### src/rtl/sram_mem_controller.sv
// sram_mem_controller: 32-bit MEM-stage load/store over a 16-bit async SRAM.
// Optional statistics counters are enabled by defining SRAM_CTRL_STATS_EN.
module sram_mem_controller #(
    parameter int WAIT_CYCLES = 3,
    parameter int BASE_ADDR   = 1024,
    parameter int SRAM_AW     = 18
) (
    input  logic               clk,
    input  logic               rst,
    input  logic               wr_en,
    input  logic               rd_en,
    input  logic [31:0]        address,
    input  logic [31:0]        write_data,
    output logic [31:0]        read_data,
    output logic               ready,
    output logic [SRAM_AW-1:0] sram_addr,
    output logic [15:0]        sram_dq_out,
    input  logic [15:0]        sram_dq_in,
    output logic               sram_dq_oe,
    output logic               sram_we_n,
    output logic [31:0]        read_count,
    output logic [31:0]        write_count,
    output logic [31:0]        stall_cycles
);

    typedef enum logic [2:0] {
        IDLE,
        RD_LO,
        RD_HI,
        WR_LO,
        WR_HI,
        DONE
    } state_t;

    localparam logic [3:0] LAST = 4'(WAIT_CYCLES - 1);

    state_t             state;
    state_t             state_nxt;
    logic [3:0]         cnt;
    logic [3:0]         cnt_nxt;
    logic [SRAM_AW-2:0] word_idx;
    logic               last;

    // Word index wraps modulo the SRAM size; out-of-range is not flagged.
    assign word_idx = (SRAM_AW-1)'((address - 32'(BASE_ADDR)) >> 2);
    assign last     = (cnt == LAST);

    // State and wait-counter registers.
    always_ff @(posedge clk) begin
        if (rst) begin
            state <= IDLE;
            cnt   <= '0;
        end else begin
            state <= state_nxt;
            cnt   <= cnt_nxt;
        end
    end

    // Next-state and SRAM strobe decode.
    always_comb begin
        state_nxt   = state;
        cnt_nxt     = cnt;
        ready       = 1'b0;
        sram_addr   = '0;
        sram_dq_out = '0;
        sram_dq_oe  = 1'b0;
        sram_we_n   = 1'b1;
        unique case (state)
            IDLE: begin
                ready = ~(wr_en | rd_en);
                if (wr_en) begin
                    state_nxt = WR_LO;
                    cnt_nxt   = '0;
                end else if (rd_en) begin
                    state_nxt = RD_LO;
                    cnt_nxt   = '0;
                end
            end
            RD_LO, RD_HI: begin
                sram_addr = {word_idx, state == RD_HI};
                if (last) begin
                    cnt_nxt   = '0;
                    state_nxt = (state == RD_LO) ? RD_HI : DONE;
                end else begin
                    cnt_nxt = cnt + 4'd1;
                end
            end
            WR_LO, WR_HI: begin
                sram_addr   = {word_idx, state == WR_HI};
                sram_dq_oe  = 1'b1;
                sram_dq_out = (state == WR_HI) ? write_data[31:16]
                                               : write_data[15:0];
                // Strobe rises one cycle early so data is held past WE.
                sram_we_n   = last;
                if (last) begin
                    cnt_nxt   = '0;
                    state_nxt = (state == WR_LO) ? WR_HI : DONE;
                end else begin
                    cnt_nxt = cnt + 4'd1;
                end
            end
            DONE: begin
                ready     = 1'b1;
                state_nxt = IDLE;
            end
            default: begin
                state_nxt = IDLE;
                cnt_nxt   = '0;
            end
        endcase
    end

    // Capture each read half on the last cycle of its access.
    always_ff @(posedge clk) begin
        if (rst) begin
            read_data <= '0;
        end else if (last) begin
            if (state == RD_LO) begin
                read_data[15:0] <= sram_dq_in;
            end else if (state == RD_HI) begin
                read_data[31:16] <= sram_dq_in;
            end
        end
    end

`ifdef SRAM_CTRL_STATS_EN
    logic        op_wr;
    logic [31:0] rd_cnt_q;
    logic [31:0] wr_cnt_q;
    logic [31:0] stall_q;

    // Remember the operation type and count completions and stalls.
    always_ff @(posedge clk) begin
        if (rst) begin
            op_wr    <= 1'b0;
            rd_cnt_q <= '0;
            wr_cnt_q <= '0;
            stall_q  <= '0;
        end else begin
            if (state == IDLE) begin
                op_wr <= wr_en;
            end
            if (state == DONE) begin
                if (op_wr) begin
                    wr_cnt_q <= wr_cnt_q + 32'd1;
                end else begin
                    rd_cnt_q <= rd_cnt_q + 32'd1;
                end
            end
            if (!ready) begin
                stall_q <= stall_q + 32'd1;
            end
        end
    end

    assign read_count   = rd_cnt_q;
    assign write_count  = wr_cnt_q;
    assign stall_cycles = stall_q;
`else
    assign read_count   = '0;
    assign write_count  = '0;
    assign stall_cycles = '0;
`endif

endmodule

### config.mk
export PLATFORM = sky130hd
export DESIGN_NAME = sram_mem_controller
export DESIGN_NICKNAME = d
export VERILOG_FILES = /design/src/rtl/sram_mem_controller.sv
export SDC_FILE = /design/constraint.sdc
export NUM_CORES = 1
export LEC_CHECK = 0
export BUFFER_PORTS_ARGS = -buffer_cell sky130_fd_sc_hd__buf_2
export CAP_MARGIN = 0
export CORE_AREA = 4 4 97 99
export DETAILED_ROUTE_END_ITERATION = 12
export DIE_AREA = 0 0 101 103
export HOLD_SLACK_MARGIN = 0.15
export PLACE_DENSITY = 0.82
export SKIP_LAST_GASP = 1
export SYNTH_ARGS = -nofsm -noshare
export SYNTH_HDL_FRONTEND = slang
export SYNTH_SLANG_ARGS = --single-unit
### constraint.sdc
create_clock -name clk -period 1.8 [get_ports clk]
set_clock_uncertainty 0.2 [all_clocks]
set_input_delay 0.27 -clock clk [delete_from_list [all_inputs] [get_ports clk]]
set_output_delay 0.27 -clock clk [all_outputs]
set_load 0.01 [all_outputs]
[Word-level counts from Yosys, hierarchy flattened]
Cells that the tools add are included.
Cells by class
  bitwise gates (word level): 4
  magnitude comparators: 0
  equality and inequality tests: 9
  add/subtract/negate cells: 2
  $mul: 0
  muxes and demuxes: 17
  shift operators: 0
  divide/modulo/power cells: 0
  reduce and logical (&&, ||, !) cells: 8
Operator list (count)
  18-bit one-hot mux with 2 select lines: 1
  16-bit two-way mux: 2
  19-bit by 11-bit subtractor with 19-bit output, second input constant: 1
  3-bit two-way mux: 5
  4-bit two-way mux: 3
  4-bit one-hot mux with 3 select lines: 1
  3-bit one-hot mux with 3 select lines: 1
  3-bit by 2-bit equality test with 1-bit output, second input constant: 2
  3-bit equality test, second input constant: 2
  3-bit AND reduction: 2
  4-bit by 1-bit adder with 4-bit output, second input constant: 1
  4-bit by 2-bit equality test with 1-bit output, second input constant: 1
  2-bit != test, second input constant: 2
  2-bit AND reduction: 2
  2-bit OR reduction: 2
  4-bit OR reduction: 1
  3-bit by 1-bit equality test with 1-bit output, second input constant: 1
  3-bit zero test: 1
  1-bit two-way mux: 3
  3-bit != test, second input constant: 1
  1-bit NOT: 3
  1-bit one-hot mux with 2 select lines: 1
  1-bit OR: 1
Word-level totals
  memories: 0
  input bits: 84
  output and inout bits: 165
  ROM bits: 0
  bits in latches: 0
  RAM bits: 0
  bits in registers: 39
  word-level logic and storage cells: 44

[Logic depth before layout (Yosys ltp)]
Gate-level depths: netlist of the first run.
  word-level depth: 4
  depth in mapped cells: 6
  depth with buffers taken out: 5

[Worst setup path before layout of the first run]
OpenSTA, ideal clock, no wires.
  kind: in2out
  from: in address[10]
  to: out sram_addr[17]
  buffers on the path: 0
  stages on the path: 5
  data arrival time: 1622 ps
  data required time: 1330 ps
  path slack: -292 ps
  path through: inv_1 ha_1 or3b_1 or4b_1 a21oi_1
Between the ends
  word-level cells in the longest chain between the ends: 2
RTL lines
  start: declaration: line 12  | input logic [31:0] address,
  19-bit by 11-bit subtractor with 19-bit output: line 45  | assign word_idx = (SRAM_AW-1)'((address - 32'(BASE_ADDR)) >> 2);
  18-bit one-hot mux with 2 select lines: line 68  | unique case (state)
  end: declaration: line 16  | output logic [SRAM_AW-1:0] sram_addr,
No other way between the ends.

[Worst setup path after layout of the first run]
  from: reg state[0]
  to: out sram_addr[8]
Between the ends
  word-level cells in the longest chain between the ends: 3
  elaborated cells on any way between the ends: 7
  classes of those cells: eq/ne: 4; mux: 1; reduce/logical: 2
RTL lines
  start: declaration: line 37  | state_t state;
  start signal: assignment: line 54  | state <= state_nxt;
  3-bit equality test (tied with other cells): line 68
  2-bit OR reduction: line 68
  18-bit one-hot mux with 2 select lines (*): line 68
Mark *: on every way between the ends. The rest lies on a longest branch, timed or not.

==> results.cfg, run 1 <==
[sta]
layout_setup_ws_ps = -355
setup_viol = 45
report.final.slew_viol_count = 0
hold_violations = 0
fmaxAchievable_ghz = 0.464
period_minus_slack_ps = 2160
rsz0062_at_grt = yes
final.setup.tns_ps = -10700
fin_crit_sh_pct = 120

[cells_and_area]
drive_gt1_share_pct = 51.5
area.growth.synth_to_final_pct = 67.0
multi_input_comb_area_um2 = 2070
ff_latch_area_um2 = 790
nets = 676
post-route-util_pct = 56.6
insertedDiodeCount = 0
nFillCells = 746

[grt]
grt_pass1_vias = 3002
grt_usage_pct = 17.1
grt_pass1_wl_mm = 14.6
grt_overflow = 0
grt_max_degree = 38
grt_antenna_before_repair = 0

[setup_path]
worstSetupPathType = reg2out
worstPathArrival_ps = 1690
endpoint = sram_addr[8]
rr_startpoint = cnt[0]
ff2ff_path_depth = 7
end_kind = output pin
r2r_slack_ps = -50
start_kind = register
crit_path_start = state[0]
required_ps = 1330
cp_max_fo = 5
timing.rr.end = read_data[6]

[drt]
postRouteAntennaNets = 0
drtIter0Drc = 160
routedWlPerCell_um = 15.4
wirelength_mm = 10.8
vias = 3349
routed_via_density = 4.80
drc = 0
first_pass_iters = 4

[worst_hold_path]
hp-class = in2reg
min_path_cells = 4

[clock_tree]
h-tree-depth = 2
clk_pin_slew_ps = 70
cts.sinks = 39
cts.path.max_buffers = 2
clk_latency_ps = 290
root_buffer = clkbuf_8
cts_tree = yes
cts_buffers = 5

[floorplanning]
initial_core_util_pct = 33.9
fp.dieW_um = 101
core-area_um2 = 8550
io_pins = 249
die-height_um = 103
fp-row-count = 34
die_area_um2 = 10400

[logic_synthesis]
seq_area_frac_synth_pct = 26.9
synthArstFlopShare_pct = 0
syn_area_um2 = 2900
synth-edff-count = 0
synth_commonest_cells = buf_4, a21oi_1, dfxtp_1
synth_seq_cells = 39
synthCells = 395
synth_top_area_share_pct = 26.9
synthTopCellsByArea = dfxtp_1, buf_4, a21oi_1
synthDistinctLibCells = 38
yosys.cell_count.top_type = buf_4
synth.avg_cell_area_um2 = 7.34
yosys.area.top_type = dfxtp_1
synth_warnings = 0
synthFlopType = dfxtp_1

[placed_design]
portBuffers = 137
gp_congestion = 0.806
dp_hpwl_mm = 6.55

[pwr]
leakagePower_nw = 2.27
vdd_ir_drop_max_mv = 0.700
power_density_nw_per_um2 = 965

[job]
maxCapViolations = 0

[run_status]
violations = setup timing
outcome = complete, but fails checks
what timing repair did:
item,4_1_cts,5_1_grt
hold buffers,17,0
resized for setup,60,108
endpoints found under the hold margin,34,0
cloned,5,8
pin swaps,20,53
setup buffers,13,6
setup endpoints to repair,37,71
metal layers:
metal	up-vias	GRT usage, %	routed length (µm)
li1	1566	-	-
met1	1599	20.1	3940
met2	173	32.6	5760
met3	11	3.52	972
met4	0	2.25	96
met5	-	0	0
power by group:
group	total, W	internal, W	switching (W)	leakage [nW]
Clock	0.000768	0.000449	0.000319	0.0612
Sequential	0.000986	0.000934	0.0000523	0.317
Combinational	0.00292	0.00142	0.00150	1.89
cells in the final DEF (no fill, tap or decap), types with 3 or more instances in the layout:
cell type and instances:
and3_4 8, nand2_1 32, o21ai_4 5, a21oi_1 31, dfxtp_2 4, nand4_1 4, o21ai_1 9, o21ai_2 19
nand3_1 34, buf_8 5, conb_1 96, o211ai_1 4, buf_6 31, dlygate4sd3_1 17, clkbuf_8 6, a21oi_2 27
buf_2 124, buf_4 24, buf_12 6, clkbuf_16 4, or3b_4 5, nor2_1 5, dfxtp_1 34, or3_4 3
sequential cells by signal (all words and copies together) (netlist names):
register,count
cnt,4
read_data,32
state,3
worst max-delay path, stage by stage (launching register included):
cell and delay (ps):
dfxtp_4 360, buf_4 140, or3_4 460, buf_6 160
and3_4 150, buf_6 110
cell type report:
class	count	area share (%)
Multi-Input combinational cell	325	42.7
Timing Repair Buffer	213	34.7
Sequential cell	39	16.3
Tap cell	108	2.79
Clock buffer	6	1.71
Inverter	5	1.09
Clock inverter	2	0.724
per-stage QoR:
step	power, W	setup WS, ps	hold slack (ps)	cell area [µm²]	instances
after floorplan	0.00213	-190	218	3380	490
after global placement	0.00276	-446	260	3660	644
after detailed placement	0.00279	-449	267	3660	644
after CTS	0.00405	-356	202	4380	686
after global routing	0.00491	-404	275	4840	698
final	0.00467	-355	249	4840	698
worst min path at each step:
stage                   from             to
3_5_place_dp   read_data[29]  read_data[29]
6_report               wr_en       state[1]
5_1_grt         read_data[0]   read_data[0]
4_1_cts                wr_en       state[1]
3_3_place_gp    read_data[6]   read_data[6]
2_1_floorplan  sram_dq_in[0]   read_data[0]
logic make-up (layout without fill, tap and decap cells):
group	after synthesis	after routing	share of synthesized area [%]
other	1	96	0.129
xor gates and xnor gates	3	3	0.907
DFF	39	39	26.9
buffers and inverters	127	226	29.2
adders and majority gates	3	3	1.29
and+or+nand+nor	116	117	22.0
AOI/OAI and AO/OA	106	106	19.5
Note: power is estimated with default switching activity, not from simulation.
==> run 2: changes to the inputs <==
- CAP_MARGIN: 0 -> unset
- RECOVER_POWER: unset -> 25
==> run 2 against run 1 <==
  * The run still ends with setup timing left
  * Wire length barely moved
  * Via count about the same
  * Count of clock-buffer cells in the layout did not move
  * Worst setup slack worse by 0.98 ps
  * Register-to-register slack about the same
  * Largest cell class unchanged
==> results.cfg, run 2 (synthesis results as in run 1) <==
[run_status]
outcome = complete, but fails checks
violations = setup timing

[floorplanning]
die-height_um = 103
fp.dieW_um = 101
core-area_um2 = 8550
fp-row-count = 34
initial_core_util_pct = 33.9
io_pins = 249
die_area_um2 = 10400

[sta]
fin_crit_sh_pct = 120
rsz0062_at_grt = yes
fmaxAchievable_ghz = 0.464
layout_setup_ws_ps = -356
timing.hold.ws_ps = 249
period_minus_slack_ps = 2160
setup_viol = 45
report.final.slew_viol_count = 0
hold_violations = 0

[setup_path]
start_kind = register
cp_common_cell = buf_6
cp_top_family = simple AND/OR/NAND/NOR gates
cp_cell_sequence = buf_4, or3_4, buf_6, and3_4, buf_6
crit_slowest_cell = or3_4
slowest_delay_ps = 460
end_kind = output pin
worstPathArrival_ps = 1690
critPathBufInv = 3
cp_max_fo = 5
worstSetupPathType = reg2out
required_ps = 1330

[clock_tree]
cts.path.max_buffers = 2
cts_buffers = 5
cts.sinks = 39
h-tree-depth = 2
cts_tree = yes
clk_pin_slew_ps = 70
clk_latency_ps = 290
root_buffer = clkbuf_8

[cells_and_area]
largest_register = read_data
nets = 676
final_cell_area_um2 = 4830
top_regs = read_data (32), cnt (4), state (3)
final_common_cell = buf_2
drive_gt1_share_pct = 50.0
nFillCells = 755
ff_latch_area_um2 = 790
fin_cells = 698
area.growth.synth_to_final_pct = 66.6
final_cell_mix = buf_2, conb_1, nand3_1, dfxtp_1, nand2_1
multi_input_comb_area_um2 = 2070
insertedDiodeCount = 0
largest_register_ffs = 32

[drt]
drtIter0Drc = 157
drc = 0
routedWlPerCell_um = 15.4
first_pass_iters = 4
postRouteAntennaNets = 0
wirelength_mm = 10.8
vias = 3350
routed_via_density = 4.80

[pwr]
power_density_nw_per_um2 = 966
sequentialPowerShare_pct = 21.1
vdd_ir_drop_max_mv = 0.700
cell_internal_pwr_w = 0.00280
p_sw_share_pct = 40.0
clockPowerShare_pct = 16.4
p_total_w = 0.00467
switchingPower_w = 0.00187
leakagePower_nw = 2.23
comb_power_share_pct = 62.5

[worst_hold_path]
hp-class = in2reg

[job]
maxCapViolations = 0

[grt]
grt_antenna_before_repair = 0
grt_pass1_wl_mm = 14.6
grt_pass1_vias = 3002
grt_usage_pct = 17.1
met1_usage_pct = 20.1
grt_overflow = 0
use_met3_pct = 3.52
use_met2_pct = 32.6
grt_max_degree = 38
busiest_layer = met2

[placed_design]
dp.cells = 644
gp_congestion = 0.806
dp_hpwl_mm = 6.55
place_area_um2 = 3660
portBuffers = 137
dp_slack_ps = -449
## run 2: what timing repair did
item                                    4_1_cts  5_1_grt
gates cloned                                  5        8
hold buffers                                 17        0
setup buffers                                13        6
endpoints found under the setup margin       37       71
endpoints found under the hold margin        34        0
gates resized for setup                      60      108
pin swaps                                    20       53
## run 2: per-layer routing
metal  up-vias  wire, µm  share of wire, %
met5         -         0                 0
met4         0       133               1.2
met3        15       899               8.4
met2       163      5740                53
met1      1605      3990                37
li1       1567         -                 -
## run 2: worst paths after layout
path                                    start            end  slack [ps]  depth (start not counted)
worst min register to register  read_data[18]  read_data[18]         260                          2
worst max register to register         cnt[0]   read_data[6]         -40                          7
worst min-delay path                    wr_en       state[1]         250                          4
worst max-delay path                 state[0]   sram_addr[8]        -360                          5
## run 2: metrics by stage
step / util [%] / TNS, ps
2_1_floorplan: - / -372
4_1_cts: 51.2 / -9160
3_5_place_dp: 42.8 / -3050
6_report: 56.5 / -10720
5_1_grt: 56.5 / -14460
3_3_place_gp: 42.8 / -2100
## run 2: power groups by stage
stage                     clock network [W]  registers, W  logic [W]
after floorplan                           0       0.00100    0.00113
after global placement                    0      0.000993    0.00177
after detailed placement                  0      0.000996    0.00180
after CTS                          0.000772      0.000981    0.00230
after global routing               0.000802      0.000993    0.00312
final                              0.000765      0.000987    0.00291
## run 2: layout make-up
| type | count | share of cell area [%] |
|---|---|---|
| clock buffer | 6 | 1.71 |
| clock inverter | 2 | 0.725 |
| inverter | 5 | 1.09 |
| multi-input combinational | 325 | 42.8 |
| sequential | 39 | 16.3 |
| tap | 108 | 2.80 |
| timing repair buffer | 213 | 34.6 |
## run 2: worst register-to-register path: stages (launching register included)
cell,delay (ps)
dfxtp_2,330
inv_2,70
ha_4,130
or3b_4,440
buf_8,170
clkbuf_16,160
o21ai_2,140
a21oi_1,90
==> run 3: changes to the inputs <==
- PLACE_DENSITY: 0.82 -> 0.79
- TNS_END_PERCENT: unset -> 50
- clock period: 1.8 -> 2.7 ns (I/O delays scaled with it)
==> run 3 against run 2 <==
  * The flow now finishes without violations
  * Critical path depth unchanged
  * Non-clock buffer count down 63
  * Sequential cell count unchanged
  * Sequential power down 34%
  * Worst setup slack better by 470 ps
  * Clock power down 35%
  * Power down 54%
  * Worst hold slack worse by 73 ps
==> results.cfg, run 3 (synthesis results as in run 1) <==
[clock_tree]
clk_latency_ps = 290
cts_buffers = 5
cts.path.max_buffers = 2
cts.sinks = 39
h-tree-depth = 2
cts_tree = yes
postCtsSetupRepairBufs = 0
clk_pin_slew_ps = 80
root_buffer = clkbuf_8

[grt]
grt_pass1_vias = 2637
grt_max_degree = 41
grt_overflow = 0
grt_pass1_wl_mm = 12.2
grt_usage_pct = 14.2
grt_antenna_before_repair = 0

[setup_path]
start_kind = register
end_kind = output pin
slowest_delay_ps = 640
critPathBufInv = 2
worstPathArrival_ps = 1980
crit_slowest_cell = or3b_2
worstSetupPathType = reg2out
cp_top_family = simple AND/OR/NAND/NOR gates
cp_cell_sequence = buf_4, or3b_2, nand2_1, a21oi_1, buf_2
required_ps = 2100
cp_max_fo = 17

[job]
maxCapViolations = 0

[drt]
drc = 0
wirelength_mm = 8.31
postRouteAntennaNets = 0
drtIter0Drc = 133
routedWlPerCell_um = 13.1
vias = 2907
routed_via_density = 4.59
first_pass_iters = 4

[floorplanning]
die_area_um2 = 10400
fp-row-count = 34
core-area_um2 = 8550
fp.dieW_um = 101
die-height_um = 103
io_pins = 249
initial_core_util_pct = 33.9

[worst_hold_path]
hp-class = in2reg

[cells_and_area]
top_regs = read_data (32), cnt (4), state (3)
post-route-util_pct = 40.3
nets = 612
final_cell_mix = buf_2, conb_1, a21oi_1
drive_gt1_share_pct = 27.2
area.growth.synth_to_final_pct = 18.8
largest_register = read_data
largest_register_ffs = 32
final_cell_area_um2 = 3440
final_common_cell = buf_2
insertedDiodeCount = 0

[sta]
rsz0062_at_grt = yes
fin_crit_sh_pct = 95.7
fmaxAchievable_ghz = 0.387
final.setup.tns_ps = 0
layout_setup_ws_ps = 116
worst_slew_pin_slew_ps = 737
report.final.slew_viol_count = 0
period_minus_slack_ps = 2580
hold_violations = 0
max_slew_margin_pct = 50.9
setup_viol = 0

[run_status]
outcome = complete, no violations

[pwr]
vdd_ir_drop_max_mv = 0.321
leakagePower_nw = 1.66
comb_power_share_pct = 46.3
clockPowerShare_pct = 23.4
sequentialPowerShare_pct = 30.3
switchingPower_w = 0.000882
power_density_nw_per_um2 = 622
p_sw_share_pct = 41.2
cell_internal_pwr_w = 0.00126

[placed_design]
gp_congestion = 0.828
place_area_um2 = 3350
dp_slack_ps = 124
dp_hpwl_mm = 6.57
portBuffers = 137
[run 3: metal layers]
layer	GRT usage (%)	up-vias	wire, µm
met1	15.5	1338	3140
met2	28.2	137	4430
li1	-	1428	-
met3	2.44	4	714
met4	3.78	0	27
met5	0	-	0
[run 3: worst paths after layout]
path / endpoint / startpoint / depth (start not counted) / slack, ps
min: read_data[10] / sram_dq_in[10] / 3 / 180
min reg2reg: read_data[6] / read_data[6] / 2 / 280
max: sram_dq_out[13] / state[2] / 5 / 120
max reg2reg: read_data[27] / cnt[0] / 6 / 510
[run 3: area by class of cell]
type / count / area (µm²)
fill: 916 / 5110
multi-input combinational: 324 / 1640
sequential: 39 / 781
timing repair buffer: 150 / 751
tap: 108 / 135
clock buffer: 6 / 82.6
clock inverter: 2 / 35.0
inverter: 5 / 18.8
[run 3: worst register-to-register path, cell delays in order (launching register included)]
cell and delay [ps]:
dfxtp_1 350, inv_1 90, ha_1 170, or3b_1 570, buf_4 320, o21ai_0 230
a21oi_1 110
[run 3: what timing repair did]
item,in CTS,in global routing
endpoints found under the setup margin,0,17
resized for setup,0,2
hold buffers,0,0
[run 3: metrics by stage]
step,cells,hold WS (ps),total power [W]
after floorplan,490,298,0.00137
after global placement,626,259,0.00162
after detailed placement,626,265,0.00165
after CTS,634,161,0.00216
after global routing,634,162,0.00230
final,634,175,0.00214
[run 3: power groups by stage]
stage               logic (W)  registers [W]  clock network (W)
finish               0.000991       0.000650           0.000501
global route          0.00110       0.000656           0.000540
CTS                  0.000995       0.000650           0.000517
detailed placement   0.000990       0.000663                  0
global placement     0.000965       0.000659                  0
floorplan            0.000712       0.000663                  0
